## config.mk

```make
export PLATFORM = sky130hd
export DESIGN_NAME = sar_scan_ctrl
export DESIGN_NICKNAME = d
export VERILOG_FILES = /design/src/rtl/sar_pkg.sv /design/src/rtl/sar_rr_pick.sv /design/src/rtl/sar_scan_ctrl.sv
export SDC_FILE = /design/constraint.sdc
export NUM_CORES = 1
export LEC_CHECK = 0
export ABC_AREA = 1
export BUFFER_PORTS_ARGS = -buffer_cell sky130_fd_sc_hd__clkbuf_2
export CORE_MARGIN = 10
export CORE_UTILIZATION = 35
export CTS_CLUSTER_SIZE = 10
export DETAILED_ROUTE_END_ITERATION = 8
export PLACE_DENSITY = 0.63
export SETUP_SLACK_MARGIN = 0.05
export SLEW_MARGIN = 30
export SYNTH_ARGS = -nofsm -noshare
export SYNTH_HDL_FRONTEND = slang
export SYNTH_SLANG_ARGS = --single-unit
```

## constraint.sdc

```tcl
create_clock -name clock -period 1.7 [get_ports clock]
set_input_delay 0.17 -clock clock [delete_from_list [all_inputs] [get_ports clock]]
set_output_delay 0.17 -clock clock [all_outputs]
set_load 0.005 [all_outputs]
```

## src/rtl/sar_pkg.sv

```systemverilog
`default_nettype none
// ============================================================================
// sar_pkg : shared types and helpers for the SAR ADC scan controller
// Rev 1.0
// ============================================================================
package sar_pkg;

  typedef enum logic [2:0] {
    ST_IDLE   = 3'd0,
    ST_SETTLE = 3'd1,
    ST_START  = 3'd2,
    ST_WAIT   = 3'd3,
    ST_EMIT   = 3'd4,
    ST_PARK   = 3'd5
  } state_t;

  // Core latency from start to the first eoc, and between successive eocs
  localparam int CORE_CONV_CYCLES = 7;

  function automatic int clog2(input int value);
    int r;
    r = 0;
    while ((1 << r) < value) r++;
    return r;
  endfunction

endpackage
`default_nettype wire

```

## src/rtl/sar_rr_pick.sv

```systemverilog
`default_nettype none
// ============================================================================
// sar_rr_pick : round-robin finder for the next enabled channel after ptr
// Rev 1.0
// ============================================================================
module sar_rr_pick
  import sar_pkg::*;
#(
  parameter int NCH = 4
) (
  input  logic [NCH-1:0]          mask,
  input  logic [clog2(NCH)-1:0]   ptr,
  input  logic                    inclusive,
  output logic [clog2(NCH)-1:0]   next,
  output logic                    any
);

  localparam int c_cw = clog2(NCH);

  logic [c_cw-1:0] w_idx;

  // Scan from the farthest offset down so the nearest enabled channel wins
  always_comb begin
    next  = '0;
    w_idx = '0;
    any   = |mask;
    for (int k = NCH - 1; k >= 0; k--) begin
      w_idx = c_cw'((int'(ptr) + k + (inclusive ? 0 : 1)) % NCH);
      if (mask[w_idx]) next = w_idx;
    end
  end

endmodule
`default_nettype wire

```

## src/rtl/sar_scan_ctrl.sv

```systemverilog
`default_nettype none
// ============================================================================
// sar_scan_ctrl : round-robin SAR ADC channel scanner with oversampling sum
// Rev 1.0
// ============================================================================
module sar_scan_ctrl
  import sar_pkg::*;
#(
  parameter int NCH      = 4,
  parameter int RES      = 5,
  parameter int OSR_LOG2 = 2,
  parameter int SETTLE   = 3,
  parameter int TIMEOUT  = 15
) (
  input  logic                      clock,
  input  logic                      reset,
  input  logic                      enable,
  input  logic [NCH-1:0]            ch_mask,
  input  logic                      adc_eoc,
  input  logic [RES-1:0]            adc_data,
  output logic                      adc_start,
  output logic                      adc_reset,
  output logic [clog2(NCH)-1:0]     mux_sel,
  output logic [RES+OSR_LOG2-1:0]   result,
  output logic [clog2(NCH)-1:0]     result_ch,
  output logic                      result_valid,
  output logic                      fault,
  output logic                      busy
);

  localparam int c_cw    = clog2(NCH);
  localparam int c_aw    = RES + OSR_LOG2;
  localparam int c_nconv = 1 << OSR_LOG2;
  localparam int c_kw    = OSR_LOG2 + 1;
  localparam int c_sw    = clog2(SETTLE + 1);
  localparam int c_tw    = clog2(TIMEOUT + 1);

  state_t            r_state;
  state_t            w_next;
  logic [c_cw-1:0]   r_ptr;
  logic              r_first;
  logic [c_cw-1:0]   w_pick;
  logic              w_any;
  logic [c_sw-1:0]   r_set;
  logic [c_tw-1:0]   r_tmo;
  logic [c_kw-1:0]   r_cnt;
  logic [c_aw-1:0]   r_acc;

  sar_rr_pick #(.NCH(NCH)) u_pick (
    .mask      (ch_mask),
    .ptr       (r_ptr),
    .inclusive (r_first),
    .next      (w_pick),
    .any       (w_any)
  );

  always_ff @(posedge clock or posedge reset) begin
    if (reset) r_state <= ST_IDLE;
    else       r_state <= w_next;
  end

  always_comb begin
    w_next = r_state;
    case (r_state)
      ST_IDLE:   if (enable && w_any) w_next = ST_SETTLE;
      ST_SETTLE: begin
        if (!enable)                          w_next = ST_PARK;
        else if (r_set == c_sw'(SETTLE - 1))  w_next = ST_START;
      end
      ST_START:  w_next = enable ? ST_WAIT : ST_PARK;
      ST_WAIT: begin
        // An eoc in the expiry cycle wins over the timeout
        if (!enable)                             w_next = ST_PARK;
        else if (adc_eoc) begin
          if (r_cnt == c_kw'(c_nconv - 1))       w_next = ST_EMIT;
        end else if (r_tmo == c_tw'(TIMEOUT - 1)) w_next = ST_PARK;
      end
      ST_EMIT:   if (result_valid) w_next = ST_PARK;
      ST_PARK:   w_next = ST_IDLE;
      default:   w_next = ST_IDLE;
    endcase
  end

  always_comb begin
    adc_start = (r_state == ST_START);
    adc_reset = reset || (r_state == ST_PARK);
    busy      = (r_state != ST_IDLE);
  end

  always_ff @(posedge clock or posedge reset) begin
    if (reset) begin
      r_ptr        <= '0;
      r_first      <= 1'b1;
      r_set        <= '0;
      r_tmo        <= '0;
      r_cnt        <= '0;
      r_acc        <= '0;
      mux_sel      <= '0;
      result       <= '0;
      result_ch    <= '0;
      result_valid <= 1'b0;
      fault        <= 1'b0;
    end else begin
      case (r_state)
        ST_IDLE: begin
          if (enable && w_any) begin
            mux_sel <= w_pick;
            r_first <= 1'b0;
            r_acc   <= '0;
            r_cnt   <= '0;
            r_set   <= '0;
          end
        end
        ST_SETTLE: r_set <= r_set + c_sw'(1);
        ST_START:  r_tmo <= c_tw'(1);
        ST_WAIT: begin
          if (enable) begin
            if (adc_eoc) begin
              r_acc <= r_acc + c_aw'(adc_data);
              r_cnt <= r_cnt + c_kw'(1);
              r_tmo <= c_tw'(1);
            end else if (r_tmo == c_tw'(TIMEOUT - 1)) begin
              fault <= 1'b1;
            end else begin
              r_tmo <= r_tmo + c_tw'(1);
            end
          end
        end
        // EMIT spans two cycles: capture, then the valid pulse
        ST_EMIT: begin
          if (!result_valid) begin
            result       <= r_acc;
            result_ch    <= mux_sel;
            result_valid <= 1'b1;
          end else begin
            result_valid <= 1'b0;
          end
        end
        ST_PARK:   r_ptr <= mux_sel;
        default:   r_ptr <= r_ptr;
      endcase
    end
  end

endmodule
`default_nettype wire

```

* After elaboration in Yosys (flattened, before gate mapping) *
Cells that the tools add are included.

operators by class
  add/subtract/negate cells = 11
  reduce and logical (&&, ||, !) cells = 15
  bitwise gates (word level) = 2
  equality and inequality tests = 16
  $lt $le $gt $ge = 4
  mux-type cells = 38

operator list
  cell                   count
  $mux W3                12
  $mux W7                3
  $pmux W3 S5            1
  $pmux W7 S2            1
  $lt A2 B3 Y1 const B   4
  $mux W4                3
  $mux W2                5
  $eq A3 B2 Y1 const B   3
  $add A2 B2 Y2          4
  $bmux W1 S2            4
  $ne A2 B2 Y1 const B   4
  $ne A4 B4 Y1 const B   2
  $pmux W4 S2            1
  $reduce_and A4 Y1      2
  $add A7 B5 Y7          1
  $eq A3 B3 Y1 const B   2
  $mux W1                6
  $ne A3 B3 Y1 const B   2
  $pmux W3 S2            1
  $reduce_and A2 Y1      3
  $reduce_bool A2 Y1     3
  $reduce_and A5 Y1      1
  $add A2 B1 Y2 const B  2
  $add A2 B2 Y2 const B  2
  13 further kinds       14

word-level totals
  logic and storage cells = 98
  input port bits = 13
  flip-flop bits (word level) = 35

* Logic depth before layout (Yosys ltp) *
  word-level depth = 8
  depth in mapped cells = 13
  mapped depth without buffers = 13

* Modules after synthesis *
Synthesis repeated with hierarchy kept, for this count alone.

unflattened totals
  cell total of the unflattened synthesis = 293
  area, all modules = 2,202.1 µm²

modules (own cells, without submodules)
  module         times used  area each (µm²)  cells an instance
  sar_scan_ctrl  1           1,924.3          232
  sar_rr_pick    1           277.8            61

* Worst setup path after synthesis *
No wires, ideal clock.

  path kind = reg2reg
  start = reg r_first
  end = reg mux_sel[1]
  cell stages (with the launch flop) = 11
  setup slack = 69 ps
  period minus slack after synthesis = 1,631 ps
  data arrival time = 1,502 ps
  cell sequence = dfstp_2 > ha_1 > buf_4 > inv_1 > nand2_1 > nand2_1 > nand2_1 > nand2_1 > o21ai_0 > o21ai_0 > o21ai_0

between the ends
  cells in the longest elaborated chain, start to end = 8
  elaborated cells on any way between the ends = 17

ends and longest elaborated chain
  element                        line                  RTL
  start: declaration             sar_scan_ctrl.sv:41   logic r_first;
  start signal: assignment       sar_scan_ctrl.sv:93   r_first <= 1'b1;
  start signal: assignment       sar_scan_ctrl.sv:108  r_first <= 1'b0;
  $mux W1 (*)                    sar_rr_pick.sv:28     w_idx = c_cw'((int'(ptr) + k + (inclusive ? 0 : 1)) % NCH);
  $add A2 B2 Y2                  sar_rr_pick.sv:28
  $bmux W1 S2                    sar_rr_pick.sv:29     if (mask[w_idx]) next = w_idx;
  $mux W1 (not written as such)  sar_rr_pick.sv:29
  $mux W2 (3 in a row)           sar_rr_pick.sv:29
  $mux W2 (*)                    sar_rr_pick.sv:29
  end signal: assignment         sar_scan_ctrl.sv:107  mux_sel <= w_pick;
  end: declaration               sar_scan_ctrl.sv:23   output logic [clog2(NCH)-1:0] mux_sel,

Every way passes the cells marked *; elsewhere a longest branch is shown, timed or not. The select of a mux whose other input is x is not followed.
A chain may end at the register's enable or synchronous reset.

* Worst setup path after layout *
  start = reg r_first
  end = reg mux_sel[0]

The elaborated chain is that of the path after synthesis.

==> out/metrics.csv <==
metric,value,unit
pre_cts_ws,-0.00463,ns
drt_iter0_drc,77,
path_max_fanout,3,
grt_use_met3,2.91,%
startpoint_type,register,
avgRoutedWirePerCell,12.4,um
routed_via_density,4.80,
rsz0062_at_grt,no,
synth_fp_nets,318,
setup_viol,0,
dieArea,9860,sq um
tightestPinTransition,0.462,ns
numClockSinks,35,
syn_area_per_cell,7.53,sq um
cts_tree,done,
synth.distinct_cells,35,
drv_slew,0,
worst_slack,0.161,ns
clk_pin_slew_worst_paths,0.08,ns
busiest_layer,met2,
synthToLayoutAreaGrowth,16.4,%
htree_levels,2,
wl,5050,um
ys_warn_count,0,
crit_path_end,mux_sel[0],
fin_crit_sh,90.5,%
outcome,finished clean,
final-hold-violation-count,0,
switchingPower,0.00179,W
fin_area,2560,sq um
ant_nets,0,
place_area,2430,sq um
max_clock_freq,650,MHz
grt_pass1_vias,1920,
cp-end-kind,register,
p_int,0.00211,W
clockBufferDepth,2,
use_met1,11.8,%
switching_share,46.0,%
irDropWorstVdd,535,uV
drv_cap,0,
ys_ff_latch,35,
fin_tns_setup,0,ns
r2r-end,mux_sel[0],
cts-root-buf,clkbuf_8,
die_w,99.3,um
rows,28,
antenna_cells,0,
crit_required,1.94,ns
io_pins,29,
holdWs,0.231,ns
cts-buffers-inserted,5,
synthCells,292,
fin_skew,0.00817,ns
dr_total_vias,1948,
grt_pass1_wl,8610,um
critical_path_arrival,1.78,ns
drt_first_pass_iters,4,
use_met2,17.7,%
overflow,0,
core-area,6030,sq um
insertion_delay,0.29,ns
crit_type,reg -> reg,
clockPowerShare,15.5,%
r2r_setup_slack,0.16,ns
synth-seq-area-share,39.9,%
initial_utilization,36.5,%
n_fill_cell,626,
fin_nets,356,
gp_congestion,0.907,
antenna_found_initial,0,
grt_max_degree,36,
syn_area,2200,sq um
leakagePower,1.38,nW
die_h,99.3,um
power_density,1520,nW/um^2
remaining_drc_errors,0,
r2r_start,r_first,
p_seq_share,34.0,%
io_buffers,28,
dp_hpwl,3850,um
p_comb_share,50.6,%
layout-drive-gt1-share,22.1,%
track_usage,10.3,%
r2r_cells,11,
min_path_type,in -> reg,
period_minus_slack,1.54,ns
slew_headroom,69.2,%
critPathLaunch,r_first,
-- cell type report --
class / count / area (sq um) / share of cell area [%]
inverters: 44 / 175 / 6.84
repair buffers: 35 / 195 / 7.62
clock inverters: 3 / 15.0 / 0.587
clock buffers: 5 / 68.8 / 2.69
well taps: 75 / 93.8 / 3.67
multi-input cells: 209 / 1130 / 44.3
flip-flops and latches: 35 / 877 / 34.3
-- metrics by stage --
stage | util [%] | power, W | cells
final | 42.5 | 0.00389 | 406
after global routing | 42.5 | 0.00428 | 406
after CTS | 42.0 | 0.00389 | 404
after detailed placement | 40.3 | 0.00325 | 395
after global placement | 40.3 | 0.00319 | 395
after floorplan | - | 0.00273 | 292
-- registers in the layout (all words and copies together) (netlist names) --
signal and flops:
fault 1, mux_sel 2, r_acc 7, r_cnt 3, r_first 1, r_ptr 2
r_set 2, r_state 3, r_tmo 4, result 7, result_ch 2, result_valid 1
-- layer usage --
metal | vias up | share of wire (%)
met4 | 0 | 1.4
met1 | 886 | 46
met3 | 8 | 5.7
met5 | - | 0
met2 | 46 | 47
li1 | 1008 | -
-- critical path, stage by stage, from the launching register on --
cell	delay, ns
dfstp_2	0.55
inv_1	0.06
ha_2	0.18
inv_1	0.07
nand2_1	0.05
nand2_1	0.09
nand2_1	0.07
nand2_1	0.10
nor2_1	0.05
a21oi_1	0.14
nand2_1	0.07
nand2_1	0.05
-- layout by cell type (no fill, tap or decap), types with 2 or more instances in the layout --
cell | Yosys | final
inv_1 | 38 | 36
o21ai_0 | 25 | 22
nor2_1 | 12 | 12
o21ai_2 | 2 | 2
buf_4 | 1 | 6
nand3_2 | 2 | 2
clkbuf_2 | 0 | 28
nand2_1 | 103 | 100
clkinv_2 | 0 | 3
nand4_1 | 8 | 8
inv_2 | 4 | 6
o21ai_1 | 4 | 7
nor2_2 | 3 | 3
nand2_4 | 2 | 2
nand2_2 | 0 | 3
nand3_1 | 17 | 17
dfrtp_1 | 34 | 34
clkbuf_8 | 1 | 5
ha_1 | 12 | 9
a21oi_1 | 5 | 5
o22ai_1 | 2 | 2
ha_2 | 0 | 2
-- worst min-delay path by stage --
stage	end	startpoint	slack, ns	cells after the start
floorplan	fault	reset	0.33	1
global placement	r_ptr[1]	reset	0.32	3
detailed placement	r_ptr[1]	reset	0.31	3
CTS	r_state[0]	enable	0.22	3
global route	fault	enable	0.28	2
finish	r_state[0]	enable	0.23	3
-- cell families (layout without fill, tap and decap cells) --
group	count (synthesis)	in the layout	share of synthesized area (%)
xor gates and xnor gates	1	1	0.398
buffers and inverters	48	87	9.67
adders and majority gates	13	13	7.74
and+or+nand+nor	152	152	30.7
AOI/OAI and AO/OA	42	42	11.2
muxes	1	1	0.455
DFF	35	35	39.9
-- cells in the mapped netlist --
cell type    n  share of area [%]
nand2_1    103                 18
inv_1       38                6.5
dfrtp_1     34                 39
o21ai_0     25                5.7
nand3_1     17                3.9
ha_1        12                6.8
nor2_1      12                2.0
nand4_1      8                2.3
a21oi_1      5                1.1
inv_2        4               0.68
o21ai_1      4               0.91
nor2_2       3               0.85
nand2_4      2                1.0
nand3_2      2               0.91
o21ai_2      2               0.80
o22ai_1      2               0.57
a21oi_2      1               0.40
a21oi_4      1               0.74
a31o_2       1               0.40
buf_2        1               0.23
buf_4        1               0.34
buf_6        1               0.51
clkbuf_8     1               0.63
dfstp_2      1                1.2
fa_1         1               0.91
inv_4        1               0.28
inv_8        1               0.51
mux2i_1      1               0.46
nand2b_1     1               0.28
nand3_4      1               0.80
nor2_4       1               0.51
nor3_1       1               0.23
o22ai_2      1               0.57
or2_2        1               0.28
xor2_1       1               0.40
-- power groups by stage --
stage / Combinational (W) / Sequential, W / Clock, W
6_report: 0.00197 / 0.00132 / 0.000604
4_1_cts: 0.00194 / 0.00132 / 0.000628
2_1_floorplan: 0.00142 / 0.00131 / 0
3_5_place_dp: 0.00191 / 0.00134 / 0
5_1_grt: 0.00226 / 0.00136 / 0.000658
3_3_place_gp: 0.00186 / 0.00133 / 0
-- timing repair --
| item | 4_1_cts | 5_1_grt |
|---|---|---|
| setup endpoints to repair | 2 | 5 |
| hold endpoints to repair | 26 | 0 |
| hold buffers | 1 | 0 |
| pin swaps | 0 | 4 |
| setup buffers | 0 | 2 |
| resized for setup | 3 | 9 |
Power figures use the tool's default switching activity.
